File: config.mk
export PLATFORM = sky130hd
export DESIGN_NAME = adder_seq_ctrl
export DESIGN_NICKNAME = d
export VERILOG_FILES = /design/src/rtl/adder_seq_ctrl_pkg.sv /design/src/rtl/adder_seq_ctrl_adder_4bit.sv /design/src/rtl/adder_seq_ctrl.sv
export SDC_FILE = /design/constraint.sdc
export NUM_CORES = 1
export LEC_CHECK = 0
export BUFFER_PORTS_ARGS = -buffer_cell sky130_fd_sc_hd__buf_2
export CAP_MARGIN = 40
export CORE_MARGIN = 2
export CORE_UTILIZATION = 27
export DETAILED_ROUTE_END_ITERATION = 10
export HOLD_SLACK_MARGIN = 0.02
export PLACE_DENSITY_LB_ADDON = 0.25
export SLEW_MARGIN = 20
export SYNTH_ARGS = -nofsm -noshare
export SYNTH_HDL_FRONTEND = slang
export SYNTH_SLANG_ARGS = --single-unit
File: constraint.sdc
create_clock -name in_clk -period 6.6 [get_ports in_clk]
set_input_delay 0.99 -clock in_clk [delete_from_list [all_inputs] [get_ports in_clk]]
set_output_delay 0.99 -clock in_clk [all_outputs]
set_load 0.02 [all_outputs]
File: src/rtl/adder_seq_ctrl_pkg.sv
// Purpose: shared types and helpers for the nibble-serial add/subtract sequencer.
//   state_e   : FSM state encoding (IDLE=0, RUN=1, DONE=2)
//   cnt_width : nibble-counter width, clog2(n) with a floor of 1 bit
package adder_seq_ctrl_pkg;

  typedef enum logic [1:0] {
    ST_IDLE = 2'd0,
    ST_RUN  = 2'd1,
    ST_DONE = 2'd2
  } state_e;

  function automatic int unsigned cnt_width(input int unsigned n);
    return (n <= 1) ? 1 : $clog2(n);
  endfunction

endpackage

File: src/rtl/adder_seq_ctrl_adder_4bit.sv
// Purpose: 4-bit ripple adder slice (purely combinational).
// Ports:
//   in_a, in_b : 4-bit addends
//   in_c       : carry-in
//   out_s      : 4-bit sum
//   out_c      : carry-out
module adder_4bit (
  input  logic [3:0] in_a,
  input  logic [3:0] in_b,
  input  logic       in_c,
  output logic [3:0] out_s,
  output logic       out_c
);

  logic [4:0] w_carry;

  // Explicit ripple chain, one full adder per bit
  always_comb begin
    w_carry[0] = in_c;
    for (int i = 0; i < 4; i++) begin
      out_s[i]       = in_a[i] ^ in_b[i] ^ w_carry[i];
      w_carry[i + 1] = (in_a[i] & in_b[i]) | (w_carry[i] & (in_a[i] ^ in_b[i]));
    end
  end

  assign out_c = w_carry[4];

endmodule

File: src/rtl/adder_seq_ctrl.sv
// Purpose: wide add/subtract done one nibble per clock through a single 4-bit
//   slice, LSB nibble first, with the carry registered between nibbles.
// Ports:
//   in_clk, in_rst      : clock (rising edge), synchronous active-high reset
//   in_valid/out_ready  : operand handshake (out_ready high only in IDLE)
//   in_a, in_b          : W-bit operands, W = 4*NIBBLES
//   in_c                : carry-in for add, ignored for subtract
//   in_sub              : 0 = A+B+in_c, 1 = A-B
//   out_valid/in_res_ready : result handshake
//   out_s, out_c, out_ovf  : result, carry-out of bit W-1, signed overflow
module adder_seq_ctrl
  import adder_seq_ctrl_pkg::*;
#(
  parameter int unsigned NIBBLES = 4
) (
  input  logic                   in_clk,
  input  logic                   in_rst,
  input  logic                   in_valid,
  output logic                   out_ready,
  input  logic [4*NIBBLES-1:0]   in_a,
  input  logic [4*NIBBLES-1:0]   in_b,
  input  logic                   in_c,
  input  logic                   in_sub,
  output logic                   out_valid,
  input  logic                   in_res_ready,
  output logic [4*NIBBLES-1:0]   out_s,
  output logic                   out_c,
  output logic                   out_ovf
);

  localparam int unsigned W  = 4 * NIBBLES;
  localparam int unsigned CW = cnt_width(NIBBLES);

  state_e          r_state;
  state_e          w_state_nxt;
  logic [W-1:0]    r_a;
  logic [W-1:0]    r_b;
  logic [W-1:0]    r_res;
  logic            r_carry;
  logic            r_ovf;
  logic [CW-1:0]   r_k;

  logic [3:0]      w_a_nib;
  logic [3:0]      w_b_nib;
  logic [3:0]      w_sum;
  logic            w_cout;
  logic            w_last;
  logic            w_accept;

  // State register
  always_ff @(posedge in_clk) begin
    if (in_rst) r_state <= ST_IDLE;
    else        r_state <= w_state_nxt;
  end

  // Next-state logic
  always_comb begin
    w_state_nxt = r_state;
    case (r_state)
      ST_IDLE: if (in_valid)     w_state_nxt = ST_RUN;
      ST_RUN:  if (w_last)       w_state_nxt = ST_DONE;
      ST_DONE: if (in_res_ready) w_state_nxt = ST_IDLE;
      default:                   w_state_nxt = ST_IDLE;
    endcase
  end

  // Handshake outputs depend on state only, never on in_valid
  always_comb begin
    out_ready = 1'b0;
    out_valid = 1'b0;
    case (r_state)
      ST_IDLE: out_ready = 1'b1;
      ST_DONE: out_valid = 1'b1;
      default: ;
    endcase
  end

  assign w_accept = (r_state == ST_IDLE) && in_valid;
  assign w_last   = (r_k == CW'(NIBBLES - 1));

  // Nibble select for the current step
  assign w_a_nib = 4'(r_a >> {r_k, 2'b00});
  assign w_b_nib = 4'(r_b >> {r_k, 2'b00});

  adder_4bit u_slice (
    .in_a  (w_a_nib),
    .in_b  (w_b_nib),
    .in_c  (r_carry),
    .out_s (w_sum),
    .out_c (w_cout)
  );

  // Operand capture, per-nibble result write, carry chain and overflow
  always_ff @(posedge in_clk) begin
    if (in_rst) begin
      r_a     <= '0;
      r_b     <= '0;
      r_res   <= '0;
      r_carry <= 1'b0;
      r_ovf   <= 1'b0;
      r_k     <= '0;
    end else if (w_accept) begin
      // Subtract is A + ~B + 1: invert B here and seed the carry with 1
      r_a     <= in_a;
      r_b     <= in_sub ? ~in_b : in_b;
      r_carry <= in_sub ? 1'b1 : in_c;
      r_k     <= '0;
    end else if (r_state == ST_RUN) begin
      for (int i = 0; i < int'(NIBBLES); i++) begin
        if (CW'(i) == r_k) r_res[4*i +: 4] <= w_sum;
      end
      r_carry <= w_cout;
      r_k     <= r_k + CW'(1);
      // Same-sign operands producing a different-sign result
      if (w_last) r_ovf <= (r_a[W-1] == r_b[W-1]) && (w_sum[3] != r_a[W-1]);
    end
  end

  assign out_s   = r_res;
  assign out_c   = r_carry;
  assign out_ovf = r_ovf;

endmodule

After elaboration in Yosys (flattened, before gate mapping)
Index checks and enable logic that the tools add are counted.
- flip-flop bits (word level): 54
- word-level logic and storage cells: 68
- bits of input ports: 38
- bitwise logic cells: 22
- shift operators: 2
- reduce and logical (&&, ||, !) cells: 12
- equal/unequal tests: 11
- multiplexer cells: 10
- $add $sub $neg: 1
- operator list (cell ; number):
    $shr A16 B4 Y4 ; 2
    $reduce_and A3 Y1 ; 6
    $mux W16 ; 1
    $not A16 Y16 ; 1
    $and A1 B1 Y1 ; 8
    $xor A1 B1 Y1 ; 8
    $mux W2 ; 3
    $ne A2 B2 Y1 const B ; 3
    $pmux W2 S3 ; 1
    $mux W1 ; 5
    $eq A2 B2 Y1 const A ; 2
    $eq A2 B2 Y1 const B ; 2
    $logic_not A2 Y1 ; 2
    $or A1 B1 Y1 ; 4
    $add A2 B1 Y2 const B ; 1
    $eq A1 B2 Y1 const A ; 1
    $eq A2 B1 Y1 const B ; 1
    $logic_and A1 B1 Y1 ; 2
    $reduce_bool A2 Y1 ; 1
    $reduce_or A2 Y1 ; 1
    $eq A1 B1 Y1 ; 1
    $ne A1 B1 Y1 ; 1
    $not A1 Y1 ; 1

Longest topological paths before layout
- depth after elaboration: 12
- mapped depth: 12

Cells and area by module
From an unflattened synthesis, not the netlist that was laid out.
- cell total of the unflattened synthesis: 267
- area total of the unflattened synthesis: 2466.1 µm²
- by module, submodules not included (module ; instances ; sequential area each (µm²) ; area an instance (µm²) ; cells an instance):
    adder_seq_ctrl ; 1 ; 1081.0 ; 2348.5 ; 253
    adder_4bit ; 1 ; 0.0 ; 117.6 ; 14

Worst setup path before layout
Ideal clock, no wire load.
- kind: reg2reg
- start: register r_k[0]
- end: register r_ovf (netlist: out_ovf)
- slack: 3291 ps
- arrival: 3218 ps
- stages on the path, launching flop included: 12
- path buffers: 1
- path through: dfxtp_1 buf_2 mux4_2 fa_1 inv_1 fa_1 inv_1 fa_1 inv_1 fa_1 or3_1 a311oi_1
- longest elaborated chain between the ends: 11
- elaborated cells on any way between the ends: 20
- RTL lines (element ; line ; text):
    start, declared ; adder_seq_ctrl.sv:41 ; logic [CW-1:0] r_k;
    start signal, assigned ; adder_seq_ctrl.sv:113 ; r_k <= r_k + CW'(1);
    $shr A16 B4 Y4 (on tied branches) ; adder_seq_ctrl.sv:82, adder_seq_ctrl.sv:83 ;
    $xor A1 B1 Y1 ; adder_seq_ctrl_adder_4bit.sv:22 ; w_carry[i + 1] = (in_a[i] & in_b[i]) | (w_carry[i] & (in_a[i] ^ in_b[i]));
    $and A1 B1 Y1 ; adder_seq_ctrl_adder_4bit.sv:22 ;
    $or A1 B1 Y1 ; adder_seq_ctrl_adder_4bit.sv:22 ;
    $and A1 B1 Y1 ; adder_seq_ctrl_adder_4bit.sv:22 ;
    $or A1 B1 Y1 ; adder_seq_ctrl_adder_4bit.sv:22 ;
    $and A1 B1 Y1 ; adder_seq_ctrl_adder_4bit.sv:22 ;
    $or A1 B1 Y1 ; adder_seq_ctrl_adder_4bit.sv:22 ;
    $xor A1 B1 Y1 ; adder_seq_ctrl_adder_4bit.sv:21 ; out_s[i] = in_a[i] ^ in_b[i] ^ w_carry[i];
    $ne A1 B1 Y1 ; adder_seq_ctrl.sv:115 ; if (w_last) r_ovf <= (r_a[W-1] == r_b[W-1]) && (w_sum[3] != r_a[W-1]);
    $logic_and A1 B1 Y1 ; adder_seq_ctrl.sv:115 ;
    end signal, assigned ; adder_seq_ctrl.sv:115 ;
    end, declared ; adder_seq_ctrl.sv:40 ; logic r_ovf;
Parallel ways exist; a longest one is shown, timed or not.
A chain may end at the register's enable or synchronous reset.

Final worst setup path
Ends and elaborated chain as after synthesis.

==> results.sh <==
export IMPL_grt_max_degree=42
export IMPL_outcome="finished clean"
export IMPL_finalClockSkew_ns=0.009306
export IMPL_cell_type_with_the_highest_occurrence_count_on_the_critical_path="fa_1"
export IMPL_viasPerCell=4.472
export IMPL_synthesis_yosys_warnings=0
export IMPL_critPathKind="flip-flop to flip-flop"
export IMPL_floorplan_initialDensity_pct=27.97
export IMPL_post_detail_place_hpwl_um=4018
export IMPL_rows=34
export IMPL_tritoncts="built"
export IMPL_timing_final_crit_share_pct=54.86
export IMPL_drt_iter0_drc=87
export IMPL_grt_overflow_total=0
export IMPL_finalWeightedCongestion=0.7427
export IMPL_post_synth_inst_count=256
export IMPL_grt_util_all_layers_pct=10.96
export IMPL_main_combinational_cell_family_by_area_after_synthesis="simple AND/OR/NAND/NOR gates"
export IMPL_grt_antenna_before_repair=0
export IMPL_clock_insertion_delay_at_the_later_pin_of_the_skew_report_ns=0.30
export IMPL_ys_seq_elements=54
export IMPL_number_of_hold_buffers_added_after_cts=0
export IMPL_power_switching_fraction_pct=25.55
export IMPL_arrival_ns=3.83
export IMPL_yosysSeqAreaShare_pct=44.10
export IMPL_async_reset_ff_share_pct=0
export IMPL_cts_htree_levels=2
export IMPL_crit_slowest_cell="dfxtp_1"
export IMPL_comb_power_share_pct=16.5
export IMPL_worstPathRequired_ns=6.81
export IMPL_ir_drop_mv=0.07597
export IMPL_first_global_vias=1783
export IMPL_synthAdderAreaFrac_pct=5.309
export IMPL_detail_route_wl_per_cell_um=13.32
export IMPL_antenna_violating_nets_post_route=0
export IMPL_io_buffer_count=57
export IMPL_clkTransAtPathRegs_ns=0.09
export IMPL_die_height_um=99.28
export IMPL_area_fraction_in_compound_gates_after_synthesis_pct=12.10
export IMPL_ys_flop_type="dfxtp_1"
export IMPL_io_pin_count=58
export IMPL_seq_power_share_pct=51.8
export IMPL_critical_path_endpoint_type="flip-flop"
export IMPL_die_width_um=99.28
export IMPL_synthToLayoutAreaGrowth_pct=17.97
export IMPL_ctsResizeCount=0
export IMPL_synth_xor_area_share_pct=6.075
export IMPL_p_per_area_mw_per_mm2=241.2
export IMPL_ys_top_cells_by_area="dfxtp_1 (44%), a211oi_1 (7.4%), mux4_2 (7.4%)"
export IMPL_ctsRootBufferMaster="clkbuf_8"
export IMPL_wl_um=5421
export IMPL_critPathLaunchType="flip-flop"
export IMPL_layout_drive_gt1_share_pct=25.42
export IMPL_nFillCells=937
export IMPL_setup_violations_final=0
export IMPL_clock_period_minus_worst_slack_ns=3.621
export IMPL_area_leader_netlist="dfxtp_1"
export IMPL_max_slew_worst_pin_slew_ns=0.6790
export IMPL_syn_cell_area_mm2=0.002451
export IMPL_dr_total_vias=1820
export IMPL_clkSinkCount=54
export IMPL_cellLeakagePower_nw=1.142
export IMPL_postCtsSetupBuffers=0
export IMPL_fp_dieArea_mm2=0.009857
export IMPL_slew_viol_final=0
export IMPL_path_cells="mux4_2 > fa_1 > inv_1 > fa_1 > inv_1 > fa_1 > inv_1 > fa_1 > or3_1 > a311oi_1"
export IMPL_clock_tree_buffer_depth=2
export IMPL_first_pass_iters=4
export IMPL_synth_distinct_cells=27
export IMPL_timing_max_cap_violations=0
export IMPL_number_of_enable_flip_flop_cells_after_synthesis=0
export IMPL_p_int_w=0.0005193
export IMPL_grt_pass1_wl_um=8707
export IMPL_synth_simple_gate_area_share_pct=14.70
export IMPL_hold_path_class="flip-flop to flip-flop"
export IMPL_tritoncts_num_buffers=5
export IMPL_timing_fmax_ghz=0.2762
export IMPL_drc=0
export IMPL_switching_power_w=0.0001782
export IMPL_timing_max_slew_rel_slack_pct=54.69
export IMPL_final_hold_viol_count=0
export IMPL_cp_max_fo=12
export IMPL_nets=345
export IMPL_power_w=0.0006975
export IMPL_critical_path_max_stage_delay_ns=0.74
export IMPL_synth_net_count=302
export IMPL_final_setup_tns_ns=0
export IMPL_syn_avg_cell_area_um2=9.575
export IMPL_synth_mux_area_share_pct=11.03
export IMPL_floorplan_core_area_mm2=0.008763
export IMPL_num_antenna_cells=0
export IMPL_synthDominantCellAreaShare_pct=44.10
export IMPL_grt_setup_unrepaired="no"
export IMPL_clockPowerShare_pct=31.8
state kept, by name (all words and copies together) (netlist names):
name     cells
out_c        1
out_ovf      1
out_s       16
r_a         16
r_b         16
r_k          2
r_state      2
per-layer routing:
layer | wire length [µm] | track usage, % | share of wire (%) | up-vias
met5 | 0 | 0 | 0 | -
met4 | 31 | 2.529 | 0.57 | 0
met3 | 285 | 2.600 | 5.3 | 2
met2 | 2382 | 16.74 | 44 | 47
met1 | 2721 | 15.74 | 50 | 828
li1 | - | - | - | 943
power groups by stage:
stage	clock [W]	combinational [W]	sequential, W
after global routing	0.000242	0.000128	0.000364
after detailed placement	0	0.000116	0.000369
after CTS	0.000229	0.000117	0.000361
after floorplan	0	0.0000834	0.000366
after global placement	0	0.000113	0.000369
final	0.000222	0.000115	0.000361
layout by cell type (no fill, tap or decap), drive strengths merged, types with 8 or more instances in the layout:
| master | count |
|---|---|
| nand2 | 32 |
| nor2 | 35 |
| buf | 59 |
| a21oi | 18 |
| a211oi | 25 |
| mux2i | 9 |
| inv | 10 |
| xnor2 | 17 |
| mux4 | 8 |
| dfxtp | 54 |
logic make-up after synthesis:
group,Yosys count
AND/OR/NAND/NOR,82
flip-flops,54
AO/OA/AOI/OAI,45
buffers and inverters,33
XOR/XNOR,17
multiplexers,17
adder cells (fa/ha/maj),8
path summary, 6_finish.rpt:
| kind | start | endpoint | slack [ns] | cells past startpoint |
|---|---|---|---|---|
| hold reg to reg | r_a[7] | r_a[7] | 0.46 | 2 |
| setup / recovery | r_k[0] | out_ovf | 2.98 | 10 |
| setup reg to reg | r_k[0] | out_ovf | 2.98 | 10 |
| hold / removal | r_a[7] | r_a[7] | 0.46 | 2 |
cell usage after synthesis (8+ instances only):
cell type   n
xnor2_1    17
mux2i_1     9
dfxtp_1    54
inv_1      10
a211oi_1   24
nor2_1     35
a21oi_1    18
nand2_1    32
buf_2      11
clkbuf_1    8
mux4_2      8
cell type report:
class	instances	area [µm²]	area share (%)
sequential	54	1081	37.39
timing repair buffer	59	312.8	10.82
tap	108	135.1	4.673
clock inverter	1	30.03	1.039
clock buffer	6	82.58	2.856
inverter	10	37.54	1.298
multi-input combinational	169	1212	41.93
per-stage QoR:
stage | hold WS, ns | instances | util, % | area, µm² | setup WS [ns]
after floorplan | 0.4331 | 256 | - | 2451 | 3.291
after global placement | 0.4478 | 399 | 31.48 | 2759 | 3.034
after detailed placement | 0.4474 | 400 | 31.71 | 2779 | 2.942
after CTS | 0.4603 | 407 | 33.00 | 2892 | 2.923
after global routing | 0.4855 | 407 | 33.00 | 2892 | 2.710
final | 0.4576 | 407 | 33.00 | 2892 | 2.979
critical path: cells and delay by family, from the launching register on:
family | cells | cell delay (ns)
AO/OA/AOI/OAI | 1 | 0.25
adder cells (fa/ha/maj) | 4 | 1.40
buffers and inverters | 3 | 0.20
flip-flops | 1 | 0.74
multiplexers | 1 | 0.60
AND/OR/NAND/NOR | 1 | 0.34
Power figures use the tool's default switching activity.
